## src/rtl/lsu_axi_master.sv

```systemverilog
// AXI-lite master bridging single LSU load/store requests to AR/R or AW/W/B transactions.
// One transaction in flight; completion is returned as a one-cycle rsp_valid pulse.
module lsu_axi_master #(
    parameter int ADDR_W = 32,
    parameter int DATA_W = 32,
    parameter int STRB_W = DATA_W / 8
) (
    input  logic              clk,
    input  logic              rst,
    // Handshake rule on every channel: a transfer happens on a rising clk edge where
    // valid && ready; a raised valid and its payload hold until that edge, and no
    // valid is ever derived combinationally from the matching ready.
    input  logic              req_valid,
    output logic              req_ready,
    input  logic              req_we,
    input  logic [ADDR_W-1:0] req_addr,
    input  logic [DATA_W-1:0] req_wdata,
    input  logic [STRB_W-1:0] req_wstrb,
    output logic              rsp_valid,
    output logic [DATA_W-1:0] rsp_rdata,
    output logic              rsp_err,
    output logic [ADDR_W-1:0] araddr,
    output logic              arvalid,
    input  logic              arready,
    input  logic [DATA_W-1:0] rdata,
    input  logic [1:0]        rresp,
    input  logic              rvalid,
    output logic              rready,
    output logic [ADDR_W-1:0] awaddr,
    output logic              awvalid,
    input  logic              awready,
    output logic [DATA_W-1:0] wdata,
    output logic [STRB_W-1:0] wstrb,
    output logic              wvalid,
    input  logic              wready,
    input  logic [1:0]        bresp,
    input  logic              bvalid,
    output logic              bready
);

    localparam logic [2:0] ST_IDLE = 3'd0;
    localparam logic [2:0] ST_AR   = 3'd1;
    localparam logic [2:0] ST_R    = 3'd2;
    localparam logic [2:0] ST_AW_W = 3'd3;
    localparam logic [2:0] ST_B    = 3'd4;
    localparam logic [2:0] ST_RSP  = 3'd5;

    logic [2:0]        state_q, state_d;
    logic [ADDR_W-1:0] addr_q, addr_d;
    logic [DATA_W-1:0] wdata_q, wdata_d;
    logic [STRB_W-1:0] wstrb_q, wstrb_d;
    logic [DATA_W-1:0] rdata_q, rdata_d;
    logic              err_q, err_d;
    logic              aw_done_q, aw_done_d;
    logic              w_done_q, w_done_d;
    logic              aw_hs, w_hs;

    // All channel controls decode from registered state only.
    assign req_ready = (state_q == ST_IDLE);
    assign arvalid   = (state_q == ST_AR);
    assign rready    = (state_q == ST_R);
    assign awvalid   = (state_q == ST_AW_W) && !aw_done_q;
    assign wvalid    = (state_q == ST_AW_W) && !w_done_q;
    assign bready    = (state_q == ST_B);
    assign rsp_valid = (state_q == ST_RSP);

    assign araddr    = addr_q;
    assign awaddr    = addr_q;
    assign wdata     = wdata_q;
    assign wstrb     = wstrb_q;
    assign rsp_rdata = rdata_q;
    assign rsp_err   = err_q;

    assign aw_hs = awvalid && awready;
    assign w_hs  = wvalid && wready;

    always_comb begin
        state_d   = state_q;
        addr_d    = addr_q;
        wdata_d   = wdata_q;
        wstrb_d   = wstrb_q;
        rdata_d   = rdata_q;
        err_d     = err_q;
        aw_done_d = aw_done_q;
        w_done_d  = w_done_q;
        case (state_q)
            ST_IDLE: begin
                if (req_valid) begin
                    addr_d    = req_addr;
                    wdata_d   = req_wdata;
                    wstrb_d   = req_wstrb;
                    aw_done_d = 1'b0;
                    w_done_d  = 1'b0;
                    state_d   = req_we ? ST_AW_W : ST_AR;
                end
            end
            ST_AR: begin
                if (arready) state_d = ST_R;
            end
            ST_R: begin
                if (rvalid) begin
                    rdata_d = rdata;
                    err_d   = (rresp != 2'b00);
                    state_d = ST_RSP;
                end
            end
            ST_AW_W: begin
                // Both flags may complete in the same cycle; B is entered as soon as both are done.
                aw_done_d = aw_done_q || aw_hs;
                w_done_d  = w_done_q || w_hs;
                if (aw_done_d && w_done_d) state_d = ST_B;
            end
            ST_B: begin
                if (bvalid) begin
                    err_d   = (bresp != 2'b00);
                    state_d = ST_RSP;
                end
            end
            ST_RSP: begin
                state_d = ST_IDLE;
            end
            default: begin
                state_d = ST_IDLE;
            end
        endcase
    end

    always_ff @(posedge clk or posedge rst) begin
        if (rst) begin
            state_q   <= ST_IDLE;
            addr_q    <= '0;
            wdata_q   <= '0;
            wstrb_q   <= '0;
            rdata_q   <= '0;
            err_q     <= 1'b0;
            aw_done_q <= 1'b0;
            w_done_q  <= 1'b0;
        end else begin
            state_q   <= state_d;
            addr_q    <= addr_d;
            wdata_q   <= wdata_d;
            wstrb_q   <= wstrb_d;
            rdata_q   <= rdata_d;
            err_q     <= err_d;
            aw_done_q <= aw_done_d;
            w_done_q  <= w_done_d;
        end
    end

endmodule

```

## config.mk

```make
export PLATFORM = sky130hd
export DESIGN_NAME = lsu_axi_master
export DESIGN_NICKNAME = d
export VERILOG_FILES = /design/src/rtl/lsu_axi_master.sv
export SDC_FILE = /design/constraint.sdc
export NUM_CORES = 1
export LEC_CHECK = 0
export CAP_MARGIN = 5
export CORE_MARGIN = 2
export CORE_UTILIZATION = 30
export CTS_CLUSTER_SIZE = 25
export DETAILED_ROUTE_END_ITERATION = 7
export SLEW_MARGIN = 15
export SYNTH_ARGS = -nofsm -noshare
export SYNTH_HDL_FRONTEND = slang
export SYNTH_SLANG_ARGS = --single-unit
```

## constraint.sdc

```tcl
create_clock -name clk -period 4.05 [get_ports clk]
set_input_delay 0.405 -clock clk [delete_from_list [all_inputs] [get_ports clk]]
set_output_delay 0.405 -clock clk [all_outputs]
set_load 0.03 [all_outputs]
```

## Word level (Yosys, flattened, before mapping)

Index checks and enable logic that the tools add are counted.

| operators by class | value |
|---|---|
| eq/ne operators | 10 |
| muxes and demuxes | 13 |
| reduce and logical (&&, ||, !) cells | 19 |

Operator list:

| cell | count |
|---|---|
| $mux W3 | 5 |
| $pmux W3 S5 | 1 |
| $reduce_bool A2 Y1 | 4 |
| $eq A3 B2 Y1 const B | 2 |
| $eq A3 B3 Y1 const B | 2 |
| $ne A2 B2 Y1 const B | 3 |
| $pmux W1 S2 | 3 |
| $reduce_and A2 Y1 | 3 |
| $logic_and A1 B1 Y1 | 5 |
| $reduce_and A5 Y1 | 1 |
| $ne A2 B1 Y1 const B | 2 |
| $eq A3 B1 Y1 const B | 1 |
| $logic_not A3 Y1 | 1 |
| $mux W1 | 3 |
| $reduce_and A3 Y1 | 1 |
| $logic_not A1 Y1 | 2 |
| $logic_or A1 B1 Y1 | 2 |
| $mux W2 | 1 |

| word-level totals | value |
|---|---|
| bits in registers | 106 |
| output and inout bits | 140 |
| word-level logic and storage cells | 50 |

## Depth between registers and ports, before layout

| depth | value |
|---|---|
| depth in word-level cells | 7 |
| mapped depth | 7 |

## Least setup slack after synthesis

OpenSTA, ideal clock, no wires.

| timing path | value |
|---|---|
| path kind | reg2reg |
| from | register state_q[0] |
| to | register err_q, in the netlist rsp_err |
| setup time | 0.121 ns |
| arrival time | 1.736 ns |
| required time | 3.929 ns |
| path slack | 2.193 ns |
| cell stages (with the launch flop) | 5 |
| path buffers | 1 |
| clock period less this slack | 1.857 ns |
| cells stage by stage | dfrtp_1 -> buf_6 -> nor3b_1 -> a21oi_1 -> o22a_1 |

| between the ends | value |
|---|---|
| word-level cells in the longest chain between the ends | 3 |

Ends and longest elaborated chain:

| what | RTL line | RTL |
|---|---|---|
| start, declared | 48 | `logic [2:0] state_q, state_d;` |
| start signal, assigned | 139 | `state_q <= state_d;` |
| $eq A3 B3 Y1 * | n/a |  |
| net bready | 38 | `output logic bready` |
| $ne A2 B2 Y1 (no line) / $reduce_bool A2 Y1 (equally long branches) | n/a |  |
| $reduce_and A3 Y1 (no line) | n/a |  |
| end signal, assigned | 144 | `err_q <= err_d;` |
| end, declared | 53 | `logic err_q, err_d;` |

Mark *: on every way through the listed nets, which the timed path passes. The rest lies on a longest branch.
A chain may end at the register's enable or synchronous reset.

## Worst setup path in the final report

| timing path | value |
|---|---|
| from | register state_q[0] |
| to | output port bready |

| between the ends | value |
|---|---|
| word-level cells in the longest chain between the ends | 1 |

Ends and longest elaborated chain:

| what | RTL line | RTL |
|---|---|---|
| $eq A3 B3 Y1 | 64 | `assign bready = (state_q == ST_B);` |
| end, declared | 38 |  |

Every way passes these cells.

==> flow_summary_export.csv <==
group,metric,value,unit
outcome,status,"finished clean",
worst_setup_path,cp_top_family,"buffers and inverters",
route,wl,11.2,mm
clock_network,cts_sinks,106,
synthesis,synthTopCellsByArea,"dfrtp_1 (58%), mux2_2 (20%), mux2_4 (6.9%), buf_4 (6.1%), buf_6 (1.7%)",
place,dp_hpwl,8.30,mm
sta,final.period_utilization,0.647,
sta,rsz0062_at_grt,"no",
final_layout,final_cells,704,
power_and_ir_drop,p_leak,0.00295,uW
synthesis,yosysWarningCount,0,
grt,antenna_found_initial,0,
grt,grt_overflow,0,
worst_setup_path,critPathSlowestCell,"clkdlybuf4s50_1",
synthesis,synth_edf_count,0,
place,io_buffers,252,
clock_network,cts_resized,0,
sta,holdWs,505,ps
worst_setup_path,cp_max_fo,16,
synthesis,synthArstFlopShare,1.00,
route,drt_iter0_drc,99,
worst_setup_path,path_cells,"nor3b_1, clkdlybuf4s50_1",
sta,setup_violations,0,
clock_network,cts_root_buffer,"clkbuf_16",
grt,grt_max_degree,74,
worst_setup_path,critical-path-max-stage-delay,770,ps
synthesis,synth.most_common_cell,"dfrtp_1",
worst_setup_path,crit_arrival,2210,ps
sta,fin_tns_setup,0,ps
synthesis,yosysTopAreaCell,"dfrtp_1",
place,dp_worst_setup_slack,1680,ps
synthesis,syn_inst,297,
clock_network,cts_setup_buffers,0,
route,dr_total_vias,3097,
floorplanning,coreArea,15000,um2
route,via_per_inst,4.40,
route,route.detailed.drc,0,
route,avgRoutedWirePerCell,15.9,um
min_path,min_path_type,"register to register",
floorplanning,die_area,16200,um2
grt,grtUsageTotal,0.137,
sta,slew-limit-headroom,0.317,
worst_setup_path,required,3640,ps
sta,setup_slack,1430,ps
synthesis,synth_seq_cells,106,
place,place_inst,690,
clock_network,numCtsBuffers,9,
place,gp_congestion,0.755,
floorplanning,start_util,0.303,
worst_setup_path,path_buf_inv,1,
sta,worst_slew_pin_slew,1020,ps
sta,fmax,0.382,GHz
flow_run,cap_violations,0,
clock_network,insertion_delay,340,ps
clock_network,cts_tree,"built",
power_and_ir_drop,powerDensity,956,nW/um2
clock_network,htreeDepth,3,
route,drtAntennaViolNets,0,
final_layout,layout.nets,626,
route,first_pass_iters,4,
clock_network,cts_buffer_depth,2,
sta,period_minus_slack,2620,ps
floorplanning,ioPinCount,253,
grt,grt_pass1_vias,3203,
clock_network,hold_buffers,0,
grt,grt_first_pass_wirelength,17.3,mm
floorplanning,core.rowCount,45,
worst_setup_path,critPathKind,"register to output pin",
synthesis,yosys_most_used_dff,"dfrtp_1",
worst_setup_path,startpoint_type,"register",
final_layout,synthToLayoutAreaGrowth,58.6,%
power_and_ir_drop,max-vdd-ir-drop,0.422,mV
synthesis,yosysTopAreaCellShare,0.582,
sta,fin_skew,5.94,ps
synthesis,synth_area_per_cell,15.3,um2
final_layout,diodes,0,
synthesis,netlist_area,4560,um2
final_layout,drive_gt1_frac,0.234,
synthesis,synth_cell_types,29,
worst_setup_path,critPathCaptureType,"output pin",
floorplanning,die_height,127,um
synthesis,syn-num-nets,410,
floorplanning,die_w,127,um
synthesis,synthTopCellsByCount,"dfrtp_1 (106), mux2_2 (79), buf_4 (37)",
synthesis,synth_seq_area_share,0.582,
sta,final_max_slew_viol_count,0,
clock_network,cts.clk_slew.worst_paths,70,ps
sta,hold_viol_final,0,
==> layout make-up <==
class                   count  area (um2)
repair buffers            253        2530
multi-input cells         141        1480
inverters                   2        10.0
well taps                 188         235
clock buffers              11         233
flip-flops and latches    106        2650
clock inverters             3        90.1
fillers                  1318        7800
==> per-stage QoR <==
step	total power [uW]	utilization	cell area (um2)
6_report	6910	0.481	7230
5_1_grt	7240	0.481	7230
4_1_cts	7000	0.481	7230
3_5_place_dp	6000	0.460	6910
3_3_place_gp	5950	0.460	6910
2_1_floorplan	4570	-	4560
==> worst register-to-register path: stages (launching register included) <==
cell and delay, ps:
dfrtp_1 580, nor3_4 290, and2_4 800, mux2_2 520
==> power breakdown <==
part	internal, uW	switching, uW	leakage [uW]
sequential	1600	366	0.00126
combinational	1880	2090	0.00154
clock	598	374	0.000156
total	4080	2830	0.00295
==> state kept, by name (all words and copies together) (netlist names) <==
register and cells:
rsp_rdata 32, w_done_q 1, rsp_err 1, araddr 32, aw_done_q 1, state_q 3, wstrb 4, wdata 32
==> cells by family after synthesis <==
group	synth area share
buf+inv	0.0939
compound gates	0.0203
mux	0.269
simple gates	0.0351
flops	0.582
==> per-layer routing <==
layer | track usage | share of wire | vias to the layer above | wire length (um)
met5 | 0 | 0 | - | 0
met4 | 0.0343 | 0.012 | 0 | 138
met3 | 0.0519 | 0.070 | 12 | 781
met2 | 0.236 | 0.51 | 133 | 5760
met1 | 0.162 | 0.40 | 1527 | 4510
li1 | - | - | 1425 | -
==> final timing paths <==
check	to	cells past startpoint	slack, ps	from
worst max-delay path	bready	2	1430	state_q[0]
worst min-delay path	rsp_rdata[6]	1	510	rsp_rdata[6]
worst max register to register	araddr[25]	3	1750	state_q[0]
worst min register to register	rsp_rdata[6]	1	510	rsp_rdata[6]
max in group asynchronous	wdata[31]	3	2430	rst
min in group asynchronous	wdata[8]	2	630	rst
==> placed cells by master, fill, tap and decap left out <==
cell type	count
nor4_1	1
and2_4	2
nor2_4	1
mux2_2	79
a211oi_1	1
or2_2	1
and2_1	1
nor4b_1	2
bufinv_16	3
clkbuf_16	9
mux2i_1	2
nand2_1	3
nor3b_1	1
and3_1	1
nor2_1	7
clkbuf_1	2
nand2b_4	1
o21a_1	1
mux2_4	21
nor3_4	1
nor2b_1	1
clkdlybuf4s50_1	252
o21ba_2	1
a21oi_1	8
o21ai_0	2
or4b_1	1
dfrtp_1	106
inv_4	1
buf_4	1
inv_1	1
o22a_1	2
(Power assumes the default switching activity.)
